--- src/rtl/ibex_pinmem_pkg.sv ---
// ibex_pinmem: shared types for the byte-wide pin memory link.
// States, port owners and the word/beat ratio.
package ibex_pinmem_pkg;

  typedef enum logic [1:0] {
    IDLE = 2'd0,
    BEAT = 2'd1,
    RESP = 2'd2
  } pinmem_state_e;

  typedef enum logic {
    INSTR = 1'b0,
    DATA  = 1'b1
  } pinmem_owner_e;

  localparam int BeatsPerWord = 4;

endpackage

--- src/rtl/ibex_pinmem_rr_arb.sv ---
// ibex_pinmem_rr_arb: two-way round-robin grant.
// Bit 0 is INSTR, bit 1 is DATA; last owner resets to DATA.
module ibex_pinmem_rr_arb
  import ibex_pinmem_pkg::*;
(
  input  logic       clk_i,
  input  logic       rst_i,
  input  logic [1:0] req,
  input  logic       accept,
  output logic [1:0] gnt
);

  pinmem_owner_e last_q;
  pinmem_owner_e last_d;

  // Prefer the port that did not win last time.
  always_comb begin
    gnt    = 2'b00;
    last_d = last_q;
    if (accept) begin
      gnt[0] = req[0] & (~req[1] | (last_q == DATA));
      gnt[1] = req[1] & (~req[0] | (last_q == INSTR));
      if (gnt[0]) last_d = INSTR;
      if (gnt[1]) last_d = DATA;
    end
  end

  // Remember the winner of each accepted grant.
  always_ff @(posedge clk_i) begin
    if (rst_i) last_q <= DATA;
    else       last_q <= last_d;
  end

endmodule

--- src/rtl/ibex_pinmem_ctrl.sv ---
// ibex_pinmem_ctrl: serialises Ibex instr/data words into byte beats.
// Optional per-beat stall timeout: define IBEX_PINMEM_TIMEOUT_EN.
module ibex_pinmem_ctrl
  import ibex_pinmem_pkg::*;
#(
  parameter int unsigned TimeoutCycles = 255,
  parameter int unsigned TimeoutW      = 8
) (
  input  logic        clk_i,
  input  logic        rst_i,
  input  logic        instr_req_i,
  output logic        instr_gnt_o,
  output logic        instr_rvalid_o,
  input  logic [31:0] instr_addr_i,
  output logic [31:0] instr_rdata_o,
  output logic        instr_err_o,
  input  logic        data_req_i,
  output logic        data_gnt_o,
  output logic        data_rvalid_o,
  input  logic        data_we_i,
  input  logic [3:0]  data_be_i,
  input  logic [31:0] data_addr_i,
  input  logic [31:0] data_wdata_i,
  output logic [31:0] data_rdata_o,
  output logic        data_err_o,
  output logic        ext_valid_o,
  input  logic        ext_ready_i,
  output logic        ext_we_o,
  output logic        ext_be_o,
  output logic [1:0]  ext_beat_o,
  output logic [31:0] ext_addr_o,
  output logic [7:0]  ext_wdata_o,
  input  logic [7:0]  ext_rdata_i
);

  pinmem_state_e state_q;
  pinmem_owner_e owner_q;
  logic [29:0]   addr_q;
  logic          we_q;
  logic [3:0]    be_q;
  logic [31:0]   wdata_q;
  logic [31:0]   asm_q;
  logic [1:0]    cnt_q;
  logic          err_q;
  logic [1:0]    gnt;

`ifdef IBEX_PINMEM_TIMEOUT_EN
  logic [TimeoutW-1:0] to_q;
`else
  logic unused_cfg;
  assign unused_cfg = ^{TimeoutCycles, TimeoutW};
`endif

  logic unused_addr;
  assign unused_addr = ^{instr_addr_i[1:0], data_addr_i[1:0]};

  ibex_pinmem_rr_arb u_arb (
    .clk_i  (clk_i),
    .rst_i  (rst_i),
    .req    ({data_req_i, instr_req_i}),
    .accept (state_q == IDLE),
    .gnt    (gnt)
  );

  assign instr_gnt_o    = gnt[0];
  assign data_gnt_o     = gnt[1];
  assign instr_rvalid_o = (state_q == RESP) & (owner_q == INSTR);
  assign data_rvalid_o  = (state_q == RESP) & (owner_q == DATA);
  assign instr_rdata_o  = asm_q;
  assign data_rdata_o   = asm_q;

`ifdef IBEX_PINMEM_TIMEOUT_EN
  assign instr_err_o = instr_rvalid_o & err_q;
  assign data_err_o  = data_rvalid_o & err_q;
`else
  assign instr_err_o = 1'b0;
  assign data_err_o  = 1'b0;
`endif

  assign ext_valid_o = (state_q == BEAT);
  assign ext_we_o    = we_q;
  assign ext_be_o    = be_q[cnt_q];
  assign ext_beat_o  = cnt_q;
  assign ext_addr_o  = {addr_q, 2'b00};
  assign ext_wdata_o = wdata_q[{cnt_q, 3'b000} +: 8];

  // Grant latch, beat sequencing, word assembly and response.
  always_ff @(posedge clk_i) begin
    if (rst_i) begin
      state_q <= IDLE;
      owner_q <= INSTR;
      addr_q  <= '0;
      we_q    <= 1'b0;
      be_q    <= 4'h0;
      wdata_q <= '0;
      asm_q   <= '0;
      cnt_q   <= 2'd0;
      err_q   <= 1'b0;
`ifdef IBEX_PINMEM_TIMEOUT_EN
      to_q    <= '0;
`endif
    end else begin
      unique case (state_q)
        IDLE: begin
          if (gnt[1]) begin
            owner_q <= DATA;
            addr_q  <= data_addr_i[31:2];
            we_q    <= data_we_i;
            be_q    <= data_we_i ? data_be_i : 4'hF;
            wdata_q <= data_wdata_i;
          end else if (gnt[0]) begin
            owner_q <= INSTR;
            addr_q  <= instr_addr_i[31:2];
            we_q    <= 1'b0;
            be_q    <= 4'hF;
            wdata_q <= '0;
          end
          if (|gnt) begin
            cnt_q   <= 2'd0;
            asm_q   <= '0;
            err_q   <= 1'b0;
            state_q <= BEAT;
`ifdef IBEX_PINMEM_TIMEOUT_EN
            to_q    <= '0;
`endif
          end
        end
        BEAT: begin
          if (ext_ready_i) begin
            if (!we_q) asm_q[{cnt_q, 3'b000} +: 8] <= ext_rdata_i;
            cnt_q <= cnt_q + 2'd1;
            if (cnt_q == 2'(BeatsPerWord - 1)) state_q <= RESP;
`ifdef IBEX_PINMEM_TIMEOUT_EN
            to_q <= '0;
          end else if (to_q == TimeoutW'(TimeoutCycles - 1)) begin
            err_q   <= 1'b1;
            asm_q   <= '0;
            state_q <= RESP;
          end else begin
            to_q <= to_q + 1'b1;
`endif
          end
        end
        RESP: state_q <= IDLE;
        default: state_q <= IDLE;
      endcase
    end
  end

endmodule

--- config.mk ---
export PLATFORM = sky130hd
export DESIGN_NAME = ibex_pinmem_ctrl
export DESIGN_NICKNAME = d
export VERILOG_FILES = /design/src/rtl/ibex_pinmem_pkg.sv /design/src/rtl/ibex_pinmem_rr_arb.sv /design/src/rtl/ibex_pinmem_ctrl.sv
export SDC_FILE = /design/constraint.sdc
export NUM_CORES = 1
export LEC_CHECK = 0
export BUFFER_PORTS_ARGS = -buffer_cell sky130_fd_sc_hd__buf_2
export CAP_MARGIN = 20
export CORE_MARGIN = 4
export CORE_UTILIZATION = 47
export CTS_CLUSTER_SIZE = 20
export DETAILED_ROUTE_END_ITERATION = 8
export GPL_TIMING_DRIVEN = 0
export PLACE_DENSITY = 0.8
export SLEW_MARGIN = 20
export SYNTH_ARGS = -nofsm -noshare
export SYNTH_HDL_FRONTEND = slang
export SYNTH_HIERARCHICAL = 1
export SYNTH_SLANG_ARGS = --single-unit
--- constraint.sdc ---
create_clock -name clk_i -period 3 [get_ports clk_i]
set_clock_uncertainty 0.2 [all_clocks]
set_input_delay 0.45 -clock clk_i [delete_from_list [all_inputs] [get_ports clk_i]]
set_output_delay 0.45 -clock clk_i [all_outputs]
set_load 0.02 [all_outputs]
==> flow_summary_export.csv <==
group,metric,value,unit
power_and_ir_drop,internal-power,2120,uW
timing,setup_viol,0,
placed_design,place_congestion,0.880,
cells_and_area,drive_above_1_share,0.417,
route,wl_per_cell,15.8,um
timing,rsz0062_at_grt,"false",
logic_synthesis,ys_seq_elements,105,
setup_path,crit_path_end_kind,"flip-flop",
logic_synthesis,ys_seq_area_frac,0.417,
cells_and_area,design_area,6560,sq um
power_and_ir_drop,pwr-share-comb,0.257,
cells_and_area,antennaDiodeCount,0,
placed_design,post-dp-hpwl,11800,um
cells_and_area,syn2layout_area_growth,30.3,%
timing,finalCritPeriodShare,0.934,
die,ioPinCount,229,
logic_synthesis,synth_warnings,6,
logic_synthesis,synth-adder-area-share,0.0149,
die,die_area,12400,sq um
setup_path,crit_arrival,2.85,ns
timing,setup_slack,0.198,ns
cells_and_area,mostFrequentLayoutCell,"buf_2",
global_route,grt_pass1_vias,4924,
clock_tree,ctsRootBufferMaster,"clkbuf_8",
logic_synthesis,synthDistinctLibCells,38,
cells_and_area,layout_common_cells,"buf_2 (235), dfxtp_1 (105), nand2_1 (68)",
logic_synthesis,synth_top_area_frac,0.417,
route,vias_per_cell,5.28,
route,top_layer_used,"met4",
setup_path,rr_worst_depth,9,
clock_tree,cts_tree,"yes",
power_and_ir_drop,power_frac_seq,0.491,
hold_path,min-delay-start,"rst_i",
power_and_ir_drop,pwr_density_cell,478,nW/um^2
timing,relSlewSlack,0.557,
logic_synthesis,syn_inst,544,
logic_synthesis,synth_compound_area_frac,0.172,
placed_design,portBuffers,220,
power_and_ir_drop,power_switching,1010,uW
logic_synthesis,yosys.area_share.simple,0.132,
clock_tree,clkSinkCount,105,
logic_synthesis,syn_area,5030,sq um
logic_synthesis,synthMuxAreaShare,0.164,
setup_path,max_stage_delay,0.36,ns
die,rows,37,
route,drt_iter0_markers,237,
die,die_x,112,um
logic_synthesis,synth_top_family_by_area,"compound AO/OA/AOI/OAI gates",
timing,final.min_clock_period,2.80,ns
power_and_ir_drop,p_sw_frac,0.323,
global_route,grt_usage,0.230,
logic_synthesis,synthXorXnorAreaFrac,0,
clock_tree,cts-buffers-inserted,9,
route,wl_met1,5610,um
hold_path,whs_path_depth,2,
timing,fmax,0.357,GHz
power_and_ir_drop,ir_drop,0.000302,V
timing,tightestPinTransition,0.663,ns
logic_synthesis,synth_flop_cell,"dfxtp_1",
power_and_ir_drop,leakagePower,0.00310,uW
route,vias,4853,
power_and_ir_drop,p_clk_frac,0.252,
route,final_antenna_net_count,0,
setup_path,r2r-end,"be_q[1]",
clock_tree,insertion_delay,0.36,ns
die,core-area,10400,sq um
route,met3WireLength,1190,um
logic_synthesis,async_reset_ff_frac,0,
cells_and_area,fin_cells,920,
global_route,gr-total-overflow,0,
setup_path,path_cells,"or2_4 -> inv_1 -> buf_2 -> nand2_1 -> a21oi_2 -> clkbuf_4 -> nor3b_4 -> nand2_1 -> o221a_2",
setup_path,required,3.05,ns
route,drc,0,
global_route,grt_max_degree,18,
placed_design,place_area,6320,sq um
setup_path,worst-path-buf-inv,3,
setup_path,worstPathMaxFanout,12,
hold_path,hold_path_class,"in2reg",
die,die_y,112,um
route,drt-total-wl,14500,um
timing,finalHoldViolations,0,
cells_and_area,nets,899,
route,wl_met2,7410,um
clock_tree,cts.clk_slew.worst_paths,0.10,ns
global_route,antenna_found_initial,0,
flow_run,maxCapViolations,0,
placed_design,pre_cts_slack,-0.583,ns
global_route,grt_pass1_wl,23700,um
timing,maxSlewViolCount,0,
clock_tree,htree_num_levels,3,
die,start_util,0.486,
logic_synthesis,synthTopCellsByArea,"dfxtp_1 (42%), mux2i_1 (12%), a21oi_1 (6.8%)",
logic_synthesis,synth_edf_count,0,
route,drt_pass1_iterations,4,
setup_path,cp-start-kind,"flip-flop",
setup_path,reg2reg_setup_slack,0.20,ns
setup_path,crit_family,"simple AND/OR/NAND/NOR gates",
setup_path,crit_top_cell,"nand2_1",
placed_design,placed_cells,903,
setup_path,r2r_start,"state_q[0]",
logic_synthesis,synth_top_area_cell,"dfxtp_1",
hold_path,whs_endpoint,"u_arb/last_q",
clock_tree,cts.path.max_buffers,2,
run_status,status,"complete, no violations",
logic_synthesis,avgSynthCellArea,9.26,sq um
setup_path,crit_slowest_cell,"dfxtp_1",
setup_path,critical_path_class,"reg2reg",
-- routing by layer --
layer | track usage | up-vias
met2 | 0.413 | 192
met5 | 0 | -
li1 | - | 2374
met4 | 0.0925 | 0
met1 | 0.259 | 2264
met3 | 0.0614 | 23
-- Yosys cell counts, types with 2 or more instances --
cell type and n:
buf_2 16, o31ai_1 2, a2111o_1 3, buf_1 3, nand4_1 8, a211oi_1 30
inv_1 4, buf_4 36, and3b_1 4, nor3b_1 4, mux2i_1 62, ha_1 6
nand4b_1 2, a21oi_1 68, mux4_2 9, nor2b_1 2, dfxtp_1 105, nand3_1 24
o21ai_0 34, nand2_1 68, clkbuf_1 29, and3_1 2, o221a_2 4, nor2_1 2
nor3b_2 4
-- cells by family (layout without fill, tap and decap cells) --
logic type / count (synthesis) / in the layout
adders and majority gates: 6 / 6
and+or+nand+nor: 128 / 128
buffers and inverters: 90 / 327
AOI/OAI and AO/OA: 143 / 143
other: 1 / 4
muxes: 71 / 71
DFF: 105 / 105
-- final cells by class --
| type | instances | area [sq um] |
|---|---|---|
| repair buffers | 222 | 1130 |
| inverters | 5 | 18.8 |
| flip-flops and latches | 105 | 2100 |
| well taps | 136 | 170 |
| clock inverters | 6 | 43.8 |
| plain buffers | 84 | 495 |
| multi-input cells | 352 | 2480 |
| fillers | 927 | 3810 |
| clock buffers | 10 | 128 |
-- per-stage QoR --
stage	hold slack, ns	power [uW]	util	setup TNS [ns]
floorplan	0.250	2080	-	0
global placement	0.258	2320	0.610	-15.59
detailed placement	0.267	2350	0.610	-30.93
finish	0.0885	3140	0.633	0
global route	0.0756	3300	0.633	0
CTS	0.0717	3150	0.630	-0.932
-- flip-flops by register name (all words and copies together) (netlist names) --
name and flops:
addr_q 30, ext_beat_o 2, ext_we_o 1, data_rdata_o 32, be_q 4, wdata_q 32
u_arb/last_q 1, state_q 2, owner_q 1
-- power by group through the flow --
stage / Combinational, uW / Clock [uW] / Sequential, uW
floorplan: 448 / 0 / 1630
global placement: 759 / 0 / 1570
detailed placement: 784 / 0 / 1570
CTS: 798 / 808 / 1540
global route: 876 / 869 / 1550
finish: 805 / 792 / 1540
-- timing repair --
action | 4_1_cts | 5_1_grt
pin swaps | 1 | 0
buffers inserted | 1 | 1
hold buffers | 0 | 0
cloned | 0 | 0
resized for setup | 8 | 16
endpoints found under the setup margin | 99 | 97
-- worst max-delay path by stage --
stage	start	to	slack, ns	depth (start not counted)
global route	state_q[0]	be_q[1]	0.03	9
floorplan	state_q[0]	data_rdata_o[24]	0.09	10
CTS	state_q[0]	be_q[1]	-0.06	9
global placement	state_q[0]	addr_q[22]	-0.40	11
detailed placement	state_q[0]	addr_q[24]	-0.58	11
finish	state_q[0]	be_q[1]	0.20	9
Power figures use the tool's default switching activity.
